==> config.mk <==
export PLATFORM = sky130hd
export DESIGN_NAME = nand_page_buf_ctrl
export DESIGN_NICKNAME = d
export VERILOG_FILES = /design/src/rtl/nand_bridge_pkg.sv /design/src/rtl/page_rd_skid.sv /design/src/rtl/nand_page_buf_ctrl.sv
export SDC_FILE = /design/constraint.sdc
export NUM_CORES = 1
export LEC_CHECK = 0
export ABC_AREA = 0
export CAP_MARGIN = 20
export CORE_MARGIN = 2
export CORE_UTILIZATION = 40
export CTS_CLUSTER_DIAMETER = 40
export CTS_CLUSTER_SIZE = 12
export DETAILED_ROUTE_END_ITERATION = 10
export HOLD_SLACK_MARGIN = 0.1
export PLACE_DENSITY_LB_ADDON = 0.3
export SYNTH_ARGS = -nofsm -noshare
export SYNTH_HDL_FRONTEND = slang
export SYNTH_SLANG_ARGS = --single-unit
==> constraint.sdc <==
create_clock -name CLK -period 10.2 [get_ports CLK]
set_input_delay 2.04 -clock CLK [delete_from_list [all_inputs] [get_ports CLK]]
set_output_delay 2.04 -clock CLK [all_outputs]
set_load 0.03 [all_outputs]
==> src/rtl/nand_bridge_pkg.sv <==
// Shared types and default geometry for the NAND page buffer in the host-to-NAND bridge.
package nand_bridge_pkg;

  typedef enum logic [1:0] {
    IDLE,
    FILL,
    FULL,
    DRAIN
  } buf_state_t;

  localparam int PAGE_WORDS_DEF = 528;
  localparam int SRAM_AW        = 10;
  localparam int SRAM_DW        = 32;

endpackage

==> src/rtl/page_rd_skid.sv <==
// Two-entry FIFO that absorbs registered SRAM read data so the NAND side sees
// one word per clock under backpressure; count feeds the read-issue throttle.
module page_rd_skid #(
  parameter int DW = 32
) (
  input  logic          CLK,
  input  logic          RST,
  input  logic          flush,
  input  logic          push,
  input  logic [DW-1:0] push_data,
  input  logic          pop,
  output logic [DW-1:0] head_data,
  output logic [1:0]    count
);

  logic [DW-1:0] mem [2];
  logic          wr_ptr;
  logic          rd_ptr;

  // NOTE: sequential state uses non-blocking assignments so every register samples pre-edge values.
  // NOTE: the two data slots are reset because the head drives rd_data directly, which must be 0 out of reset.
  always_ff @(posedge CLK or posedge RST) begin
    if (RST) begin
      mem[0] <= '0;
      mem[1] <= '0;
      wr_ptr <= 1'b0;
      rd_ptr <= 1'b0;
      count  <= 2'd0;
    end else if (flush) begin
      wr_ptr <= 1'b0;
      rd_ptr <= 1'b0;
      count  <= 2'd0;
    end else begin
      if (push) begin
        mem[wr_ptr] <= push_data;
        wr_ptr      <= ~wr_ptr;
      end
      if (pop) begin
        rd_ptr <= ~rd_ptr;
      end
      count <= count + {1'b0, push} - {1'b0, pop};
    end
  end

  assign head_data = mem[rd_ptr];

endmodule

==> src/rtl/nand_page_buf_ctrl.sv <==
// NAND page buffer sequencer: fills the page SRAM from the host stream, then
// drains it to the NAND data-phase engine with read latency hidden by a skid.
module nand_page_buf_ctrl
  import nand_bridge_pkg::*;
#(
  parameter int PAGE_WORDS = PAGE_WORDS_DEF,
  parameter int AW         = SRAM_AW,
  parameter int DW         = SRAM_DW
) (
  input  logic          CLK,
  input  logic          RST,
  input  logic          wr_valid,
  input  logic [DW-1:0] wr_data,
  output logic          wr_ready,
  input  logic          fill_commit,
  input  logic          drain_start,
  input  logic          abort,
  output logic          rd_valid,
  output logic [DW-1:0] rd_data,
  output logic          rd_last,
  input  logic          rd_ready,
  output logic          page_full,
  output logic [AW-1:0] page_len,
  output logic          drain_done,
  output logic [AW-1:0] sram_waddr,
  output logic [DW-1:0] sram_wd,
  output logic          sram_wen,
  output logic [AW-1:0] sram_raddr,
  input  logic [DW-1:0] sram_rd
);

  localparam logic [AW-1:0] FULL_LEN = AW'(PAGE_WORDS);

  buf_state_t    state;
  buf_state_t    state_nxt;
  logic [AW-1:0] wcnt;
  logic [AW-1:0] rcnt;
  logic [AW-1:0] taken;
  logic [AW-1:0] wcnt_inc;
  logic          in_fill;
  logic          wr_fire;
  logic          rd_fire;
  logic          fill_done;
  logic          drain_go;
  logic          drain_end;
  logic          issue;
  logic          rd_pend;
  logic          is_last;
  logic [1:0]    skid_count;
  logic [1:0]    occ_after;
  logic [DW-1:0] skid_head;

  assign in_fill   = (state == IDLE) || (state == FILL);
  assign wr_fire   = wr_valid & wr_ready;
  assign wcnt_inc  = wcnt + AW'(wr_fire);
  // A commit coinciding with an accepted word closes the page including that word.
  assign fill_done = in_fill && !abort &&
                     ((wr_fire && (wcnt_inc == FULL_LEN)) || (fill_commit && (wcnt_inc != '0)));
  assign drain_go  = (state == FULL) && drain_start && !abort;

  assign rd_valid  = (skid_count != 2'd0);
  assign rd_fire   = rd_valid & rd_ready & !abort;
  assign is_last   = (taken == page_len - AW'(1));
  assign rd_last   = rd_valid & is_last;
  assign drain_end = (state == DRAIN) && rd_fire && is_last;

  // Reads in flight plus skid entries, net of this cycle's pop, must stay below two.
  assign occ_after = skid_count + {1'b0, rd_pend} - {1'b0, rd_fire};
  assign issue     = ((state == DRAIN) || drain_go) && !abort &&
                     (rcnt < page_len) && (occ_after < 2'd2);

  always_ff @(posedge CLK or posedge RST) begin
    if (RST) begin
      state <= IDLE;
    end else begin
      state <= state_nxt;
    end
  end

  // NOTE: every combinational output gets a default first so no latch is inferred on untaken paths.
  always_comb begin
    state_nxt = state;
    if (abort) begin
      state_nxt = IDLE;
    end else begin
      case (state)
        IDLE, FILL: begin
          if (fill_done)    state_nxt = FULL;
          else if (wr_fire) state_nxt = FILL;
        end
        FULL:    if (drain_start) state_nxt = DRAIN;
        DRAIN:   if (drain_end)   state_nxt = IDLE;
        default: state_nxt = IDLE;
      endcase
    end
  end

  always_comb begin
    wr_ready  = 1'b0;
    page_full = 1'b0;
    case (state)
      IDLE, FILL:  wr_ready  = !abort;
      FULL, DRAIN: page_full = 1'b1;
      default: ;
    endcase
  end

  always_ff @(posedge CLK or posedge RST) begin
    if (RST) begin
      wcnt       <= '0;
      rcnt       <= '0;
      taken      <= '0;
      page_len   <= '0;
      rd_pend    <= 1'b0;
      drain_done <= 1'b0;
    end else if (abort) begin
      wcnt       <= '0;
      rcnt       <= '0;
      taken      <= '0;
      page_len   <= '0;
      rd_pend    <= 1'b0;
      drain_done <= 1'b0;
    end else begin
      drain_done <= drain_end;
      rd_pend    <= issue;
      if (wr_fire)   wcnt     <= wcnt_inc;
      if (fill_done) page_len <= wcnt_inc;
      if (issue)     rcnt     <= rcnt + AW'(1);
      if (rd_fire)   taken    <= taken + AW'(1);
      if (drain_end) begin
        wcnt     <= '0;
        rcnt     <= '0;
        taken    <= '0;
        page_len <= '0;
      end
    end
  end

  assign sram_wen   = wr_fire;
  assign sram_waddr = wcnt;
  assign sram_wd    = wr_fire ? wr_data : '0;
  assign sram_raddr = rcnt;

  // Data for a read issued before an abort is dropped at the skid input.
  page_rd_skid #(
    .DW(DW)
  ) u_skid (
    .CLK       (CLK),
    .RST       (RST),
    .flush     (abort),
    .push      (rd_pend & !abort),
    .push_data (sram_rd),
    .pop       (rd_fire),
    .head_data (skid_head),
    .count     (skid_count)
  );

  assign rd_data = skid_head;

endmodule

Word-level counts from Yosys, hierarchy flattened
Index checks and enable logic that the tools add are counted.

Register bits after elaboration: 112. Bits in latches: 0. Memory bits (writable): 0. ROM bits: 0. Output and inout bits: 100. Logic and storage cells: 106. Memories: 0.

Add/subtract/negate cells: 8. $mul: 0. Div/mod/pow operators: 0. Order comparisons: 5. Equal/unequal tests: 8. Shift-type cells: 0. Multiplexer cells: 34. Bitwise logic cells: 10. Reduce and logical (&&, ||, !) cells: 29.

Operator list (number): $mux W32 (5); $mux W10 (12); $bwmux W64 (1); $demux W32 S1 (1); $add A10 B1 Y10 const B (2); $logic_and A1 B1 Y1 (12); $mux W2 (6); $reduce_bool A3 Y1 (4); $add A10 B1 Y10 (1); $eq A10 B10 Y1 (1); $eq A10 B10 Y1 const B (1); $lt A10 B10 Y1 (1); $reduce_bool A10 Y1 (1); $sub A10 B1 Y10 const B (1); $mux W1 (8); $ne A3 B3 Y1 const B (2); $pmux W2 S3 (1); $reduce_bool A2 Y1 (3); $and A1 B1 Y1 (5); $add A2 B1 Y2 (2); $eq A2 B2 Y1 const B (2); $ge A2 B2 Y1 const B (2); $ne A4 B4 Y1 const B (1); $not A1 Y2 (2); 11 further kinds (17).

Longest topological paths before layout
Gate-level depths: netlist of run 1.

Depth after elaboration: 12. Mapped depth: 14.

Cells and area by module
Synthesis of run 1 repeated with hierarchy kept, for this count alone.

Cell total of the unflattened synthesis: 569. Area total of the unflattened synthesis: 6286.0 µm².

Modules (own cells, without submodules): nand_page_buf_ctrl (instances 1, cells an instance 381, area an instance 3283.1 µm²); page_rd_skid (instances 1, cells an instance 188, area an instance 3002.9 µm²).

Worst setup path after synthesis of run 1
Ideal clock, no wire load.

Kind: input to register. Start point: in abort. End point: reg page_len[3]. Library setup time: 0.094 ns. Arrival time: 5.130 ns. Data required time: 10.106 ns. Setup slack: 4.976 ns. Stages: 13. Path through: nor2_1 > nand2_1 > clkinv_1 > ha_1 > ha_1 > and4_1 > a2111oi_0 > and3b_1 > o31a_1 > a221o_1 > clkbuf_1 > buf_2 > a211oi_1.

Longest elaborated chain between the ends: 9. Elaborated cells on any way between the ends: 18.

Ends and longest elaborated chain: start: declaration (RTL line nand_page_buf_ctrl.sv:17) `input logic abort,`; $logic_not A1 Y1 (*) (RTL line nand_page_buf_ctrl.sv:102) `IDLE, FILL: wr_ready = !abort;`; $mux W1 (*) (RTL line nand_page_buf_ctrl.sv:101) `case (state)`; $and A1 B1 Y1 (*) (RTL line nand_page_buf_ctrl.sv:54) `assign wr_fire = wr_valid & wr_ready;`; named net sram_wen (RTL line nand_page_buf_ctrl.sv:27) `output logic sram_wen,`; $add A10 B1 Y10 (RTL line nand_page_buf_ctrl.sv:55) `assign wcnt_inc = wcnt + AW'(wr_fire);`; $eq A10 B10 Y1 or $reduce_bool A10 Y1 (tied branches) (RTL line nand_page_buf_ctrl.sv:58) `((wr_fire && (wcnt_inc == FULL_LEN)) || (fill_commit && (wcnt_inc != '0)));`; $logic_and A1 B1 Y1 (RTL line nand_page_buf_ctrl.sv:58); $logic_or A1 B1 Y1 (RTL line nand_page_buf_ctrl.sv:58); $logic_and A1 B1 Y1 (RTL line nand_page_buf_ctrl.sv:57) `assign fill_done = in_fill && !abort &&`; $reduce_bool A3 Y1 (no line); end signal: assignment (RTL line nand_page_buf_ctrl.sv:127) `if (fill_done) page_len <= wcnt_inc;`; end: declaration (RTL line nand_page_buf_ctrl.sv:23) `output logic [AW-1:0] page_len,`.

Mark *: on every way through the listed nets, which the timed path passes. The rest lies on a longest branch. The select of a mux whose other input is x is not followed. A chain may end at the register's enable or synchronous reset.

Final worst setup path of run 1
Start point: in abort. End point: out sram_wen.

Longest elaborated chain between the ends: 3.

Ends and longest elaborated chain (RTL line): $logic_not A1 Y1 (nand_page_buf_ctrl.sv:102); $mux W1 (nand_page_buf_ctrl.sv:101); $and A1 B1 Y1 (nand_page_buf_ctrl.sv:54); end: declaration (nand_page_buf_ctrl.sv:27).

No other way between the ends.

==> results of run 1 <==
==> placed cells by master, fill, tap and decap left out, types with 10 or more instances in the layout <==
cell and count:
dfrtp_1 112, inv_1 16, nand2_1 26, mux2_2 96, o21ai_0 10, clkdlybuf4s50_1 170
and3_1 40, xor2_1 21, ha_1 18, nor2_1 48, xnor2_1 24, a21oi_1 21
==> registers in the layout (all words and copies together), names as in the netlist <==
signal / flops
u_skid.mem: 64
u_skid.rd_ptr: 1
rd_pend: 1
state: 2
page_len: 10
u_skid.wr_ptr: 1
u_skid.count: 2
drain_done: 1
taken: 10
sram_raddr: 10
sram_waddr: 10
==> where the power goes <==
group,internal [uW],leakage (uW),total [uW],switching (uW)
clock,171,0.000141,341,170
combinational,181,0.00209,370,189
sequential,488,0.00153,514,26.5
==> metrics by stage <==
| step | hold slack, ns | area [sq um] | total power, uW | setup slack [ns] |
|---|---|---|---|---|
| after floorplan | 0.474 | 6190 | 745 | 4.98 |
| after global placement | 0.480 | 8020 | 883 | 3.62 |
| after detailed placement | 0.488 | 8020 | 894 | 3.57 |
| after CTS | 0.504 | 8310 | 1240 | 3.56 |
| after global routing | 0.512 | 8350 | 1290 | 3.33 |
| final | 0.502 | 8350 | 1230 | 3.53 |
==> cell usage after synthesis (all sizes together) (3+ instances only) <==
cell type,instances
a2111oi,4
a211oi,9
a21o,3
a21oi,21
and3,40
and4,4
buf,8
clkbuf,25
dfrtp,112
ha,18
inv,17
mux2,96
mux2i,4
nand2,26
nand2b,6
nand3,9
nand4,7
nor2,49
nor2b,6
nor3,5
nor4,7
o21ai,11
or2,3
or3,4
or4,3
xnor2,24
xor2,21
==> cells by family (layout without fill, tap and decap cells) <==
kind of cell             Yosys count  after routing  synth area share (%)
adder cells (fa/ha/maj)           18             18                  3.64
AND/OR/NAND/NOR                  182            182                  15.8
XOR/XNOR                          45             45                  6.37
AO/OA/AOI/OAI                     66             66                  7.24
flip-flops                       112            112                  45.3
buffers and inverters             51            211                  3.62
multiplexers                     100            100                  18.1
==> final cells by class <==
cell class,count,share of cell area [%]
clock buffers,9,2.70
clock inverters,6,0.749
inverters,18,0.839
multi-input cells,411,37.9
flip-flops and latches,112,33.6
well taps,188,2.82
repair buffers,178,21.4
==> worst paths after layout <==
| kind | startpoint | to |
|---|---|---|
| max in group asynchronous | RST | u_skid.mem[36] |
| min in group asynchronous | RST | sram_raddr[3] |
| hold reg to reg | u_skid.mem[0] | u_skid.mem[0] |
| setup reg to reg | state[1] | page_len[0] |
| setup / recovery | abort | sram_wen |
| hold / removal | u_skid.mem[0] | u_skid.mem[0] |
==> routing by layer <==
| metal | global-route usage, % | up-vias |
|---|---|---|
| li1 | - | 2348 |
| met1 | 23.8 | 2390 |
| met2 | 33.4 | 186 |
| met3 | 6.03 | 13 |
| met4 | 5.82 | 0 |
| met5 | 0 | - |
==> worst register-to-register path, delay by kind of cell, from the launching register on <==
family / cells / cell delay (ns)
AOI/OAI and AO/OA: 3 / 1.20
adders and majority gates: 2 / 0.55
buffers and inverters: 2 / 0.63
DFF: 1 / 0.51
muxes: 1 / 0.24
and+or+nand+nor: 5 / 0.88
==> summary.txt, run 1 <==
Place
  – DP HPWL: approximately 11 mm
  – Final GP Congestion: roughly 0.85
  – Port-buffer cells: between 150 and 200
  – Placed cells: slightly above 900

Job
  – Max Cap Viol: 0

Global routing
  – Initial antenna violation count: 0
  – Overflow after GRT: 0
  – First-pass GRT wire length: roughly 25 mm
  – Total Routing Usage GR: approximately 20%
  – Vias in the first global route: around 5.1k
  – Largest net degree at the start of global routing: just over 80

Synth
  – FF+latch count, synth: about 110
  – Synth top area share: around 45%
  – Top FF cell, synth: dfrtp_1
  – Ys Warns: 0
  – Post-synthesis cell count: ~570
  – Asr flop ratio synth: 100%
  – Sequential cell area fraction in the yosys report: between 40 and 50%
  – Synthesized area: slightly above 6000 sq um
  – Mapped Nets: 663
  – Post-synth EDFFs: 0
  – Library cells used by synthesis: 55
  – Top cells by area, synth: dfrtp_1 45%, mux2_2 17%, and3_1 4.0%
  – Syn Area/Cell: between 10 and 15 sq um
  – Yosys top cell by area: dfrtp_1

Floorplan
  – Die area: 16500 sq um
  – Starting density of the core: 40.9%
  – I/O pin count: approximately 170
  – Chip width: roughly 130 microns
  – Rows: 45
  – Die Y: ~130 microns
  – Core area: between 15000 and 20000 sq um

Worst setup path
  – Buf+Inv Stages, Crit Path: 4
  – CP Max Fanout: 34
  – Cell count along the critical path: 6
  – Crit-path cells: clkdlybuf4s50_1 > nor2_1 > buf_4 > nand2_1 > clkinv_1 > clkdlybuf4s50_1
  – Crit Path Class: input pin to output port
  – CP startpoint kind: input pin
  – Worst setup EP type: output port
  – Worst endpoint required time: around 8.2 ns
  – Critical Path AT: 4.63 ns
  – Max incr delay on CP: approximately 0.95 ns
  – Slowest library cell on the worst path: clkdlybuf4s50_1
  – Crit path top cell by count: clkdlybuf4s50_1
  – Reg2Reg Setup Slack: 6.06 ns
  – R2R depth: 13
  – Largest delay share family, worst path: buffers and inverters

Min path
  – Hold depth: 1
  – Worst min path class: register to register

Layout
  – Share of cells above drive strength 1: roughly 17%
  – Fin cells: between 900 and 1k
  – Ant. Diodes: 0
  – Sequential cell area: approximately 2800 sq um
  – Area grow syn2layout: 34.9%
  – Final core occ: 55.1%
  – Final nets: about 820
  – Fill count: 1293
  – Footprint of the multi-input gates: about 3200 sq um

Clock tree
  – Clock Path Buffers: 2
  – Clk Latency, worst-skew pair: about 0.35 ns
  – H-tree Lvls: 3
  – Post-CTS setup buffers: 0
  – Hold buffers post-CTS: 0
  – Cts bufs inserted: 9
  – Cts repair resizes: 0
  – Worst-path clk slew: ~0.070 ns
  – Sink Count: roughly 110
  – CTS tree: yes
  – Root buf cell: clkbuf_16

Timing
  – Setup_tns: 0 ns
  – Worst slew pin tran: roughly 0.81 ns
  – Final period utilization: approximately two thirds
  – RSZ-0062 raised after global routing: no
  – Min Tclk post-route: approximately 6.7 ns
  – Final Skew: 0.00895 ns
  – Final setup vio count: 0
  – Final Hold Fails: 0
  – Rel. slew slack: 46.0%
  – Final Max Slew Viols: 0
  – Fmax: roughly 150 MHz

Power and ir drop
  – Leakage Power: about 0.0038 uW
  – VDD IR-drop max: between 0.08 and 0.09 mV
  – Pwr Density: between 100 and 150 nW/um^2

Detailed routing
  – Vias per cell: 5.35
  – Highest routed layer: met4
  – DR iter-0 viols: between 150 and 200
  – Final WL: ~16 mm
  – Met3 Wirelength: 1.21 mm
  – Met1 WL: roughly 6.6 mm
  – Number of routed nets with antenna violations: 0
  – First-pass iteration count of the detailed router: 4
  – Wirelength per Cell: between 15 and 20 microns
  – DR vias: between 4k and 5k
  – Met2 WL post-DR: about 7.6 mm
  – DRC Markers: 0

Run status
  – Status: completed
(Power assumes the default switching activity.)
==> run 2: changes to the inputs <==
- clock period: 10.2 -> 6.81 ns (I/O delays scaled with it)
==> summary.txt, run 2 (synthesis results as in run 1) <==
Layout
  – Post-route design area: ~8300 sq um
  – Final nets: between 800 and 900
  – Footprint of the multi-input gates: between 3000 and 4000 sq um
  – Area grow syn2layout: 34.8%
  – Sequential cell area: around 2800 sq um
  – Ant. Diodes: 0
  – Most frequent cells in the layout: 170 x clkdlybuf4s50_1, 112 x dfrtp_1, 96 x mux2_2, 48 x nor2_1, 40 x and3_1
  – Largest register by flop count: u_skid.mem
  – Max FFs per register: between 60 and 70
  – Share of cells above drive strength 1: between 15 and 20%
  – Fin cells: a little over 900
  – Most common cell after layout, fill and taps aside: clkdlybuf4s50_1
  – Fill count: around 1.3k

Worst setup path
  – Critical Path AT: 5.49 ns
  – Worst endpoint required time: about 7.0 ns
  – Crit Path Class: input pin to register
  – CP startpoint kind: input pin
  – CP Max Fanout: 34
  – Worst setup EP type: register

Timing
  – RSZ-0062 raised after global routing: no
  – Fmax: 190 MHz
  – Final period utilization: between 70% and 80%
  – Final Max Slew Viols: 0
  – Worst slew pin tran: ~1.1 ns
  – Final Skew: just under 0.008 ns
  – Rel. slew slack: 25.9%
  – Min Tclk post-route: about 5.3 ns
  – Final setup vio count: 0
  – Final worst setup slack: about 1.5 ns
  – Setup_tns: 0 ns
  – Final Hold Fails: 0

Clock tree
  – CTS tree: yes
  – Cts bufs inserted: 9
  – Post-CTS setup buffers: 0
  – Root buf cell: clkbuf_16
  – Worst-path clk slew: about 0.070 ns
  – Hold buffers post-CTS: 0
  – Clk Latency, worst-skew pair: roughly 0.36 ns
  – Cts repair resizes: 0
  – H-tree Lvls: 3
  – Sink Count: around 110
  – Clock Path Buffers: 2

Power and ir drop
  – Leakage Power: about 0.0037 uW
  – Pwr Density: between 200 and 250 nW/um^2
  – Tot Pwr: between 1500 and 2000 uW
  – VDD IR-drop max: around 0.13 mV

Run status
  – Status: completed

Global routing
  – Vias in the first global route: 5174
  – Initial antenna violation count: 0
  – Overflow after GRT: 0
  – First-pass GRT wire length: ~25 mm
  – Largest net degree at the start of global routing: a little over 80
  – Total Routing Usage GR: around 20%

Floorplan
  – Die area: ~16000 sq um
  – I/O pin count: approximately 170
  – Die Y: 128 microns
  – Rows: 45
  – Starting density of the core: 40.9%
  – Chip width: 128 microns
  – Core area: about 15000 sq um

Place
  – Placement Cell Area: roughly 8000 sq um
  – Final GP Congestion: 0.895
  – Placed cells: just over 900
  – DP HPWL: 11.5 mm
  – Pre-CTS WS: around 1.2 ns
  – Port-buffer cells: 170

Min path
  – Worst min path class: register to register

Detailed routing
  – DR iter-0 viols: roughly 220
  – Vias per cell: approximately 5.4
  – DRC Markers: 0
  – Number of routed nets with antenna violations: 0
  – Final WL: roughly 16 mm
  – Wirelength per Cell: 17.0 microns
  – First-pass iteration count of the detailed router: 4
  – DR vias: approximately 5.0k

Job
  – Max Cap Viol: 0
[run 2: cell types whose count changed in the layout (fill, tap and decap cells not counted)]
| cell | change |
|---|---|
| inv_8 | +2 |
| buf_4 | +1 |
| clkbuf_1 | +1 |
| clkinv_4 | -1 |
| clkinv_8 | -1 |
| clkinvlp_4 | +1 |
| dlymetal6s2s_1 | -1 |
| inv_6 | -1 |
[run 2: power by group]
| group | internal (uW) | switching [uW] |
|---|---|---|
| Clock | 258 | 257 |
| Combinational | 270 | 282 |
| Sequential | 731 | 40.5 |
[run 2: worst max-delay path: stages]
cell and delay (ns):
clkdlybuf4s50_1 0.82, nand2_1 0.41, clkinv_1 0.37, ha_1 0.32
ha_1 0.23, and4_1 0.25, a2111oi_0 0.40, and3b_1 0.28
o31a_1 0.32, a221o_1 0.46, mux2i_1 0.22, nor2_1 0.06
[run 2: layout make-up]
class / instances / area share, %
repair buffers: 178 / 21.4
well taps: 188 / 2.82
clock buffers: 10 / 2.74
flip-flops and latches: 112 / 33.6
multi-input cells: 411 / 38.0
inverters: 18 / 0.840
clock inverters: 6 / 0.705
[run 2: worst paths after layout]
| path | slack [ns] | cells past startpoint | endpoint | start |
|---|---|---|---|---|
| worst max-delay path | 1.55 | 12 | page_len[0] | wr_valid |
| worst min-delay path | 0.50 | 1 | u_skid.mem[36] | u_skid.mem[36] |
| worst max register to register | 2.75 | 13 | page_len[0] | state[1] |
| worst min register to register | 0.50 | 1 | u_skid.mem[36] | u_skid.mem[36] |
| max in group asynchronous | 4.41 | 4 | u_skid.mem[34] | RST |
| min in group asynchronous | 1.35 | 2 | sram_raddr[2] | RST |
[run 2: layer usage]
| metal | global-route usage, % | routed length [microns] | vias to the layer above |
|---|---|---|---|
| li1 | - | - | 2356 |
| met1 | 23.8 | 6580 | 2411 |
| met2 | 33.9 | 7720 | 176 |
| met3 | 4.32 | 1010 | 20 |
| met4 | 7.95 | 333 | 0 |
| met5 | 0 | 0 | - |
[run 2: stage by stage]
stage | hold slack [ns] | util (%)
global placement | 0.480 | 53.0
global route | 0.515 | 55.1
floorplan | 0.474 | -
CTS | 0.508 | 54.9
detailed placement | 0.488 | 53.0
finish | 0.504 | 55.1
